`config.mk`:
```
export PLATFORM = sky130hd
export DESIGN_NAME = crypto_seq_ctrl_flat
export DESIGN_NICKNAME = d
export VERILOG_FILES = /design/src/rtl/crypto_seq_ctrl_if.sv /design/src/rtl/crypto_seq_ctrl.sv /design/src/flat_wrapper.sv
export SDC_FILE = /design/constraint.sdc
export NUM_CORES = 1
export LEC_CHECK = 0
export CAP_MARGIN = 20
export CORE_AREA = 2 2 317 319
export CTS_BUF_LIST = sky130_fd_sc_hd__clkbuf_8
export DETAILED_ROUTE_END_ITERATION = 8
export DIE_AREA = 0 0 319 321
export MAX_ROUTING_LAYER = met4
export PLACE_DENSITY = 0.43
export SETUP_SLACK_MARGIN = 0.5
export SKIP_LAST_GASP = 1
export SYNTH_ARGS = -nofsm -noshare
export SYNTH_HDL_FRONTEND = slang
export SYNTH_SLANG_ARGS = --single-unit
```
`constraint.sdc`:
```
create_clock -name crypto_clk -period 4.4 [get_ports crypto_clk]
set_input_delay 0.88 -clock crypto_clk [delete_from_list [all_inputs] [get_ports crypto_clk]]
set_output_delay 0.88 -clock crypto_clk [all_outputs]
set_load 0.02 [all_outputs]
```
`src/rtl/crypto_seq_ctrl_if.sv`:
```
// Core-side handshake bundle: latched key/text and start pulse out,
// ready/done/cipher back. master = sequencer, slave = crypto core.
interface crypto_seq_ctrl_if #(
  parameter int KEY_WIDTH    = 128,
  parameter int TEXT_WIDTH   = 128,
  parameter int CIPHER_WIDTH = 128
);
  logic [KEY_WIDTH-1:0]    core_key;
  logic [TEXT_WIDTH-1:0]   core_text;
  logic                    core_start;
  logic                    core_ready;
  logic                    core_done;
  logic [CIPHER_WIDTH-1:0] core_cipher;

  modport master (
    output core_key, core_text, core_start,
    input  core_ready, core_done, core_cipher
  );

  modport slave (
    input  core_key, core_text, core_start,
    output core_ready, core_done, core_cipher
  );
endinterface

```
`src/rtl/crypto_seq_ctrl.sv`:
```
// Crypto sequencer: latches key/text on go, runs the core num_runs
// times, drives a delayed scope trigger window and captures the result.
// Ports: crypto_clk/crypto_rst_n (async active-low); register side
// go/num_runs/trig_delay/key_in/text_in; core bus via crypto_seq_ctrl_if
// master; status cipher_out/cipher_valid/busy/trigger/run_count/
// timeout_err.
// Option: define CRYPTO_SEQ_TIMEOUT_EN for the RUN watchdog (ERR state).
module crypto_seq_ctrl #(
  parameter int TEXT_WIDTH     = 128,
  parameter int KEY_WIDTH      = 128,
  parameter int CIPHER_WIDTH   = 128,
  parameter int CNT_WIDTH      = 16,
  parameter int TIMEOUT_CYCLES = 4096
) (
  input  logic                    crypto_clk,
  input  logic                    crypto_rst_n,
  input  logic                    go,
  input  logic [CNT_WIDTH-1:0]    num_runs,
  input  logic [CNT_WIDTH-1:0]    trig_delay,
  input  logic [KEY_WIDTH-1:0]    key_in,
  input  logic [TEXT_WIDTH-1:0]   text_in,
  crypto_seq_ctrl_if.master       core,
  output logic [CIPHER_WIDTH-1:0] cipher_out,
  output logic                    cipher_valid,
  output logic                    busy,
  output logic                    trigger,
  output logic [CNT_WIDTH-1:0]    run_count,
  output logic                    timeout_err
);

  typedef enum logic [2:0] {
    S_IDLE, S_LOAD, S_WAIT_RDY, S_START,
    S_RUN, S_CAPTURE, S_ERR
  } state_t;

  state_t state_q, state_d;

  logic [KEY_WIDTH-1:0]    key_q;
  logic [TEXT_WIDTH-1:0]   text_q;
  logic [CNT_WIDTH-1:0]    nruns_q;
  logic [CNT_WIDTH-1:0]    tdly_q;
  logic [CNT_WIDTH-1:0]    dly_q;
  logic [CNT_WIDTH-1:0]    run_cnt_q;
  logic [CIPHER_WIDTH-1:0] cipher_q;
  logic                    valid_q;
  logic                    trig_q;

  logic [CNT_WIDTH-1:0] run_cnt_inc;
  logic [CNT_WIDTH-1:0] eff_runs;
  logic                 last_run;
  logic                 trig_hit;
  logic                 done_acc;

  assign run_cnt_inc = run_cnt_q + 1'b1;
  assign eff_runs    = (nruns_q == '0)
                     ? {{(CNT_WIDTH-1){1'b0}}, 1'b1}
                     : nruns_q;
  assign last_run    = (run_cnt_inc == eff_runs);
  assign trig_hit    = (dly_q == tdly_q);
  // dly_q is 0 only in the first RUN cycle, where done is not trusted
  assign done_acc    = core.core_done && (dly_q != '0);

`ifdef CRYPTO_SEQ_TIMEOUT_EN
  localparam int WdW = $clog2(TIMEOUT_CYCLES + 1);
  logic [WdW-1:0] wd_q;
  logic           tmo_q;
  logic           wd_hit;
  assign wd_hit      = (wd_q == WdW'(TIMEOUT_CYCLES - 1));
  assign timeout_err = tmo_q;
`else
  logic unused_tmo;
  assign unused_tmo  = ^TIMEOUT_CYCLES;
  assign timeout_err = 1'b0;
`endif

  always_comb begin
    state_d = state_q;
    unique case (state_q)
      S_IDLE:     if (go) state_d = S_LOAD;
      S_LOAD:     state_d = S_WAIT_RDY;
      S_WAIT_RDY: if (core.core_ready) state_d = S_START;
      S_START:    state_d = S_RUN;
      S_RUN: begin
        if (done_acc) state_d = S_CAPTURE;
`ifdef CRYPTO_SEQ_TIMEOUT_EN
        else if (wd_hit) state_d = S_ERR;
`endif
      end
      S_CAPTURE:  state_d = last_run ? S_IDLE : S_WAIT_RDY;
      default:    state_d = S_IDLE;
    endcase
  end

  always_ff @(posedge crypto_clk or negedge crypto_rst_n) begin
    if (!crypto_rst_n) state_q <= S_IDLE;
    else               state_q <= state_d;
  end

  always_ff @(posedge crypto_clk or negedge crypto_rst_n) begin
    if (!crypto_rst_n) begin
      key_q     <= '0;
      text_q    <= '0;
      nruns_q   <= '0;
      tdly_q    <= '0;
      dly_q     <= '0;
      run_cnt_q <= '0;
      cipher_q  <= '0;
      valid_q   <= 1'b0;
      trig_q    <= 1'b0;
`ifdef CRYPTO_SEQ_TIMEOUT_EN
      wd_q      <= '0;
      tmo_q     <= 1'b0;
`endif
    end else begin
      if (state_q == S_LOAD) begin
        key_q     <= key_in;
        text_q    <= text_in;
        nruns_q   <= num_runs;
        tdly_q    <= trig_delay;
        run_cnt_q <= '0;
        valid_q   <= 1'b0;
`ifdef CRYPTO_SEQ_TIMEOUT_EN
        tmo_q     <= 1'b0;
`endif
      end
      if (state_q == S_START) begin
        dly_q  <= '0;
        trig_q <= 1'b0;
`ifdef CRYPTO_SEQ_TIMEOUT_EN
        wd_q   <= '0;
`endif
      end
      if (state_q == S_RUN) begin
        if (dly_q != '1) dly_q <= dly_q + 1'b1;
        // counter walks past the match, so remember it
        if (trig_hit) trig_q <= 1'b1;
`ifdef CRYPTO_SEQ_TIMEOUT_EN
        wd_q <= wd_q + 1'b1;
        if (wd_hit && !done_acc) tmo_q <= 1'b1;
`endif
      end
      if (state_q == S_CAPTURE) begin
        cipher_q  <= core.core_cipher;
        run_cnt_q <= run_cnt_inc;
        if (last_run) valid_q <= 1'b1;
      end
`ifdef CRYPTO_SEQ_TIMEOUT_EN
      if (state_q == S_ERR) valid_q <= 1'b0;
`endif
    end
  end

  assign core.core_key   = key_q;
  assign core.core_text  = text_q;
  assign core.core_start = (state_q == S_START);

  assign cipher_out   = cipher_q;
  assign cipher_valid = valid_q;
  assign busy         = (state_q != S_IDLE);
  assign trigger      = (state_q == S_RUN) && (trig_q || trig_hit);
  assign run_count    = run_cnt_q;

endmodule
```
`src/flat_wrapper.sv`:
```
// flat-port wrapper written by rule: the top's interface ports become plain ports
module crypto_seq_ctrl_flat 
#(
  parameter int TEXT_WIDTH     = 128,
  parameter int KEY_WIDTH      = 128,
  parameter int CIPHER_WIDTH   = 128,
  parameter int CNT_WIDTH      = 16,
  parameter int TIMEOUT_CYCLES = 4096
)
  (crypto_clk, crypto_rst_n, go, num_runs, trig_delay, key_in, text_in, cipher_out, cipher_valid, busy, trigger, run_count, timeout_err, core_core_key, core_core_text, core_core_start, core_core_ready, core_core_done, core_core_cipher);
  crypto_seq_ctrl_if #(.KEY_WIDTH(KEY_WIDTH), .TEXT_WIDTH(TEXT_WIDTH), .CIPHER_WIDTH(CIPHER_WIDTH)) core_i ();
  input  logic crypto_clk;
  input  logic crypto_rst_n;
  input  logic go;
  input  logic [CNT_WIDTH-1:0] num_runs;
  input  logic [CNT_WIDTH-1:0] trig_delay;
  input  logic [KEY_WIDTH-1:0] key_in;
  input  logic [TEXT_WIDTH-1:0] text_in;
  output logic [CIPHER_WIDTH-1:0] cipher_out;
  output logic cipher_valid;
  output logic busy;
  output logic trigger;
  output logic [CNT_WIDTH-1:0] run_count;
  output logic timeout_err;
  output wire logic [$bits(core_i.core_key)-1:0] core_core_key;
  output wire logic [$bits(core_i.core_text)-1:0] core_core_text;
  output wire logic [$bits(core_i.core_start)-1:0] core_core_start;
  input wire logic [$bits(core_i.core_ready)-1:0] core_core_ready;
  input wire logic [$bits(core_i.core_done)-1:0] core_core_done;
  input wire logic [$bits(core_i.core_cipher)-1:0] core_core_cipher;
  assign core_core_key = core_i.core_key;
  assign core_core_text = core_i.core_text;
  assign core_core_start = core_i.core_start;
  assign core_i.core_ready = core_core_ready;
  assign core_i.core_done = core_core_done;
  assign core_i.core_cipher = core_core_cipher;
  crypto_seq_ctrl #(.TEXT_WIDTH(TEXT_WIDTH), .KEY_WIDTH(KEY_WIDTH), .CIPHER_WIDTH(CIPHER_WIDTH), .CNT_WIDTH(CNT_WIDTH), .TIMEOUT_CYCLES(TIMEOUT_CYCLES)) u_core (.crypto_clk(crypto_clk), .crypto_rst_n(crypto_rst_n), .go(go), .num_runs(num_runs), .trig_delay(trig_delay), .key_in(key_in), .text_in(text_in), .core(core_i), .cipher_out(cipher_out), .cipher_valid(cipher_valid), .busy(busy), .trigger(trigger), .run_count(run_count), .timeout_err(timeout_err));
endmodule
```
==> reports/qor.txt <==
CTS max path bufs = 3
commonest non-fill, non-tap cell in the layout = clkdlybuf4s50_1
HPWL Detailed = 52300 um
Core Region = 99300 um2
hold slack = 0.268 ns
Slew headroom = 41.5%
Mapped Area = 17900 um2
most frequent cells in the layout = clkdlybuf4s50_1 (822), dfrtp_1 (452), mux2_2 (417)
Place WS = 1.11 ns
Worst-path clk slew = 0.06 ns
number of remaining DRC errors = 0
initial antenna violation count = 21
via-per-instance ratio = 3.88
drt first pass iters = 5
Top Ports = 826
largest net degree at the start of global routing = 106
PwrDens = 746 nW/um2
Max Fclk = 280 MHz
# fillers = 10114
Clock Skew = 0.0197 ns
WL/cell = 19.7 um
GPL Wtd Cong = 0.825
Initial Util = 18.1%
Worst EP arrival = 2.69 ns
Post-synth EDFFs = 0
number of cells in the design after placement = 3279
post-synthesis sequential area ratio = 63.2%
Max Slew Vio Count = 0
die area = 102000 um2
root cell of the clock tree = clkbuf_8
Vias = 13435
final setup margin = 0.827 ns
routed wire length = 68400 um
port buffer count = 824
min Tclk post-route = 3.57 ns
cell count after synthesis = 1206
syn_area_per_cell = 14.9 um2
Yosys reg bits = 453
first-pass GRT wire length = 99100 um
worst-margin pin slew = 0.878 ns
Iteration-0 DRC Markers = 496
worst ir drop on vdd = 0.000388 V
final setup fails = 0
Final Cycle Share = 81.2%
CP Class = register to output port
TNS Setup = 0 ns
H-tree Lvls = 3
layout cells sized above 1 = 27.1%
status = completed
fin cells = 3467
Die W = 319 um
TritonCTS Buffers = 92
Crit Path Max Fanout = 16
post-route ant nets = 0
Pleak = 12.0 nW
post-synthesis cell type count = 46
Critical Path Source Type = register
CTS tree = yes
Max-cap violations = 0
multi-input combinational cell area = 6280 um2
later-pin clock latency in the skew report = 0.70 ns
GRT Residual Overflow = 0
Worst Path Required = 3.52 ns
worst min-delay path category = primary input to async pin
register area = 11300 um2
synth warn = 0
endpoint type of the worst setup path = output port
synth-to-layout area growth = 65.7%
Final Hold Fails = 0
GRT Total Usage = 13.4%
vias in the first global route = 14827
syn_nets = 1630
asr flop ratio synth = 100%
Main synth FF type = dfrtp_1
Core Rows = 116
Die Y = 321 um
RSZ-0062 raised after global routing = no
clk sinks = 453
nets = 2501
## worst max-delay path: stages, from the launching register on
cell and delay, ns:
dfrtp_2 0.54, inv_2 0.22, nand3_2 0.27, inv_1 0.29
clkdlybuf4s50_1 0.69
## registers in the layout, summed over array words and instances, names as in the netlist, 3 cells and up
| signal | count |
|---|---|
| u_core.state_q | 3 |
| u_core.nruns_q | 16 |
| u_core.cipher_out | 128 |
| u_core.run_count | 16 |
| u_core.core.core_key | 128 |
| u_core.core.core_text | 128 |
| u_core.dly_q | 16 |
| u_core.tdly_q | 16 |
## what timing repair did
item	CTS	global route
endpoints found under the setup margin	2	1
gates resized for setup	2	2
setup buffers	0	0
endpoints found under the hold margin	0	0
hold buffers	0	0
## cell usage after synthesis, types with 9 or more instances
master      n  area share [%]
mux2_2    417              26
a21oi_1     9            0.25
xor2_1     11            0.54
buf_2      24            0.67
o21ai_0    25            0.70
clkbuf_1   37            0.77
xnor2_1    27             1.3
dfrtp_1   453              63
o31ai_1    15            0.63
nand4_1    15            0.52
nand3_1    21            0.59
nand2_1    58             1.2
nor2_1     17            0.36
## worst paths after layout
check	depth (start not counted)	startpoint	slack [ns]	end
setup / recovery	4	u_core.state_q[2]$_DFFE_PN0P_	0.83	core_core_start
hold / removal	1	crypto_rst_n	0.27	u_core.cipher_out[105]$_DFFE_PN0N_
setup reg to reg	8	u_core.run_count[0]$_DFFE_PN0P_	1.56	u_core.state_q[1]$_DFFE_PN0P_
hold reg to reg	1	u_core.cipher_out[8]$_DFFE_PN0N_	0.50	u_core.cipher_out[8]$_DFFE_PN0N_
max in group asynchronous	2	crypto_rst_n	3.07	u_core.core.core_text[45]$_DFFE_PN0P_
min in group crypto_clk	1	u_core.cipher_out[8]$_DFFE_PN0N_	0.50	u_core.cipher_out[8]$_DFFE_PN0N_
## kinds of logic (layout without fill, tap and decap cells)
kind of cell             Yosys count  in the layout  synth area share (%)
XOR/XNOR                          38             38                  1.86
flip-flops                       453            453                  63.2
AO/OA/AOI/OAI                     70             70                  2.49
adder cells (fa/ha/maj)            3              3                 0.209
AND/OR/NAND/NOR                  141            141                  3.85
other                              1             18                0.0209
multiplexers                     422            422                  26.5
buffers and inverters             78           1024                  1.88
## final cells by class
type,instances,area share [%]
clock buffer,117,5.42
sequential,453,38.2
clock inverter,52,0.863
multi-input combinational,675,21.1
tap,1298,5.47
timing repair buffer,847,28.7
antenna,17,0.143
inverter,8,0.101
## routing by layer
layer | track usage [%] | vias to the layer above | part of all wire, %
li1 | - | 6075 | -
met1 | 13.5 | 6642 | 35
met2 | 21.9 | 565 | 50
met3 | 6.30 | 153 | 11
met4 | 6.62 | 0 | 4.7
met5 | - | - | 0
## power by group
part	internal [W]	total [W]	switching [W]	leakage, nW
registers	0.00619	0.00737	0.00118	5.40
logic	0.00552	0.0104	0.00491	5.50
clock network	0.00244	0.00436	0.00192	1.09
total	0.0141	0.0222	0.00801	12.0
## stage by stage
stage                     power (W)  cell area, um2  utilization (%)
after floorplan              0.0125           17900                -
after global placement       0.0179           27700             27.9
after detailed placement     0.0180           27700             27.9
after CTS                    0.0226           29600             29.8
after global routing         0.0235           29700             29.9
final                        0.0222           29700             29.9
Note: power is estimated with default switching activity, not from simulation.
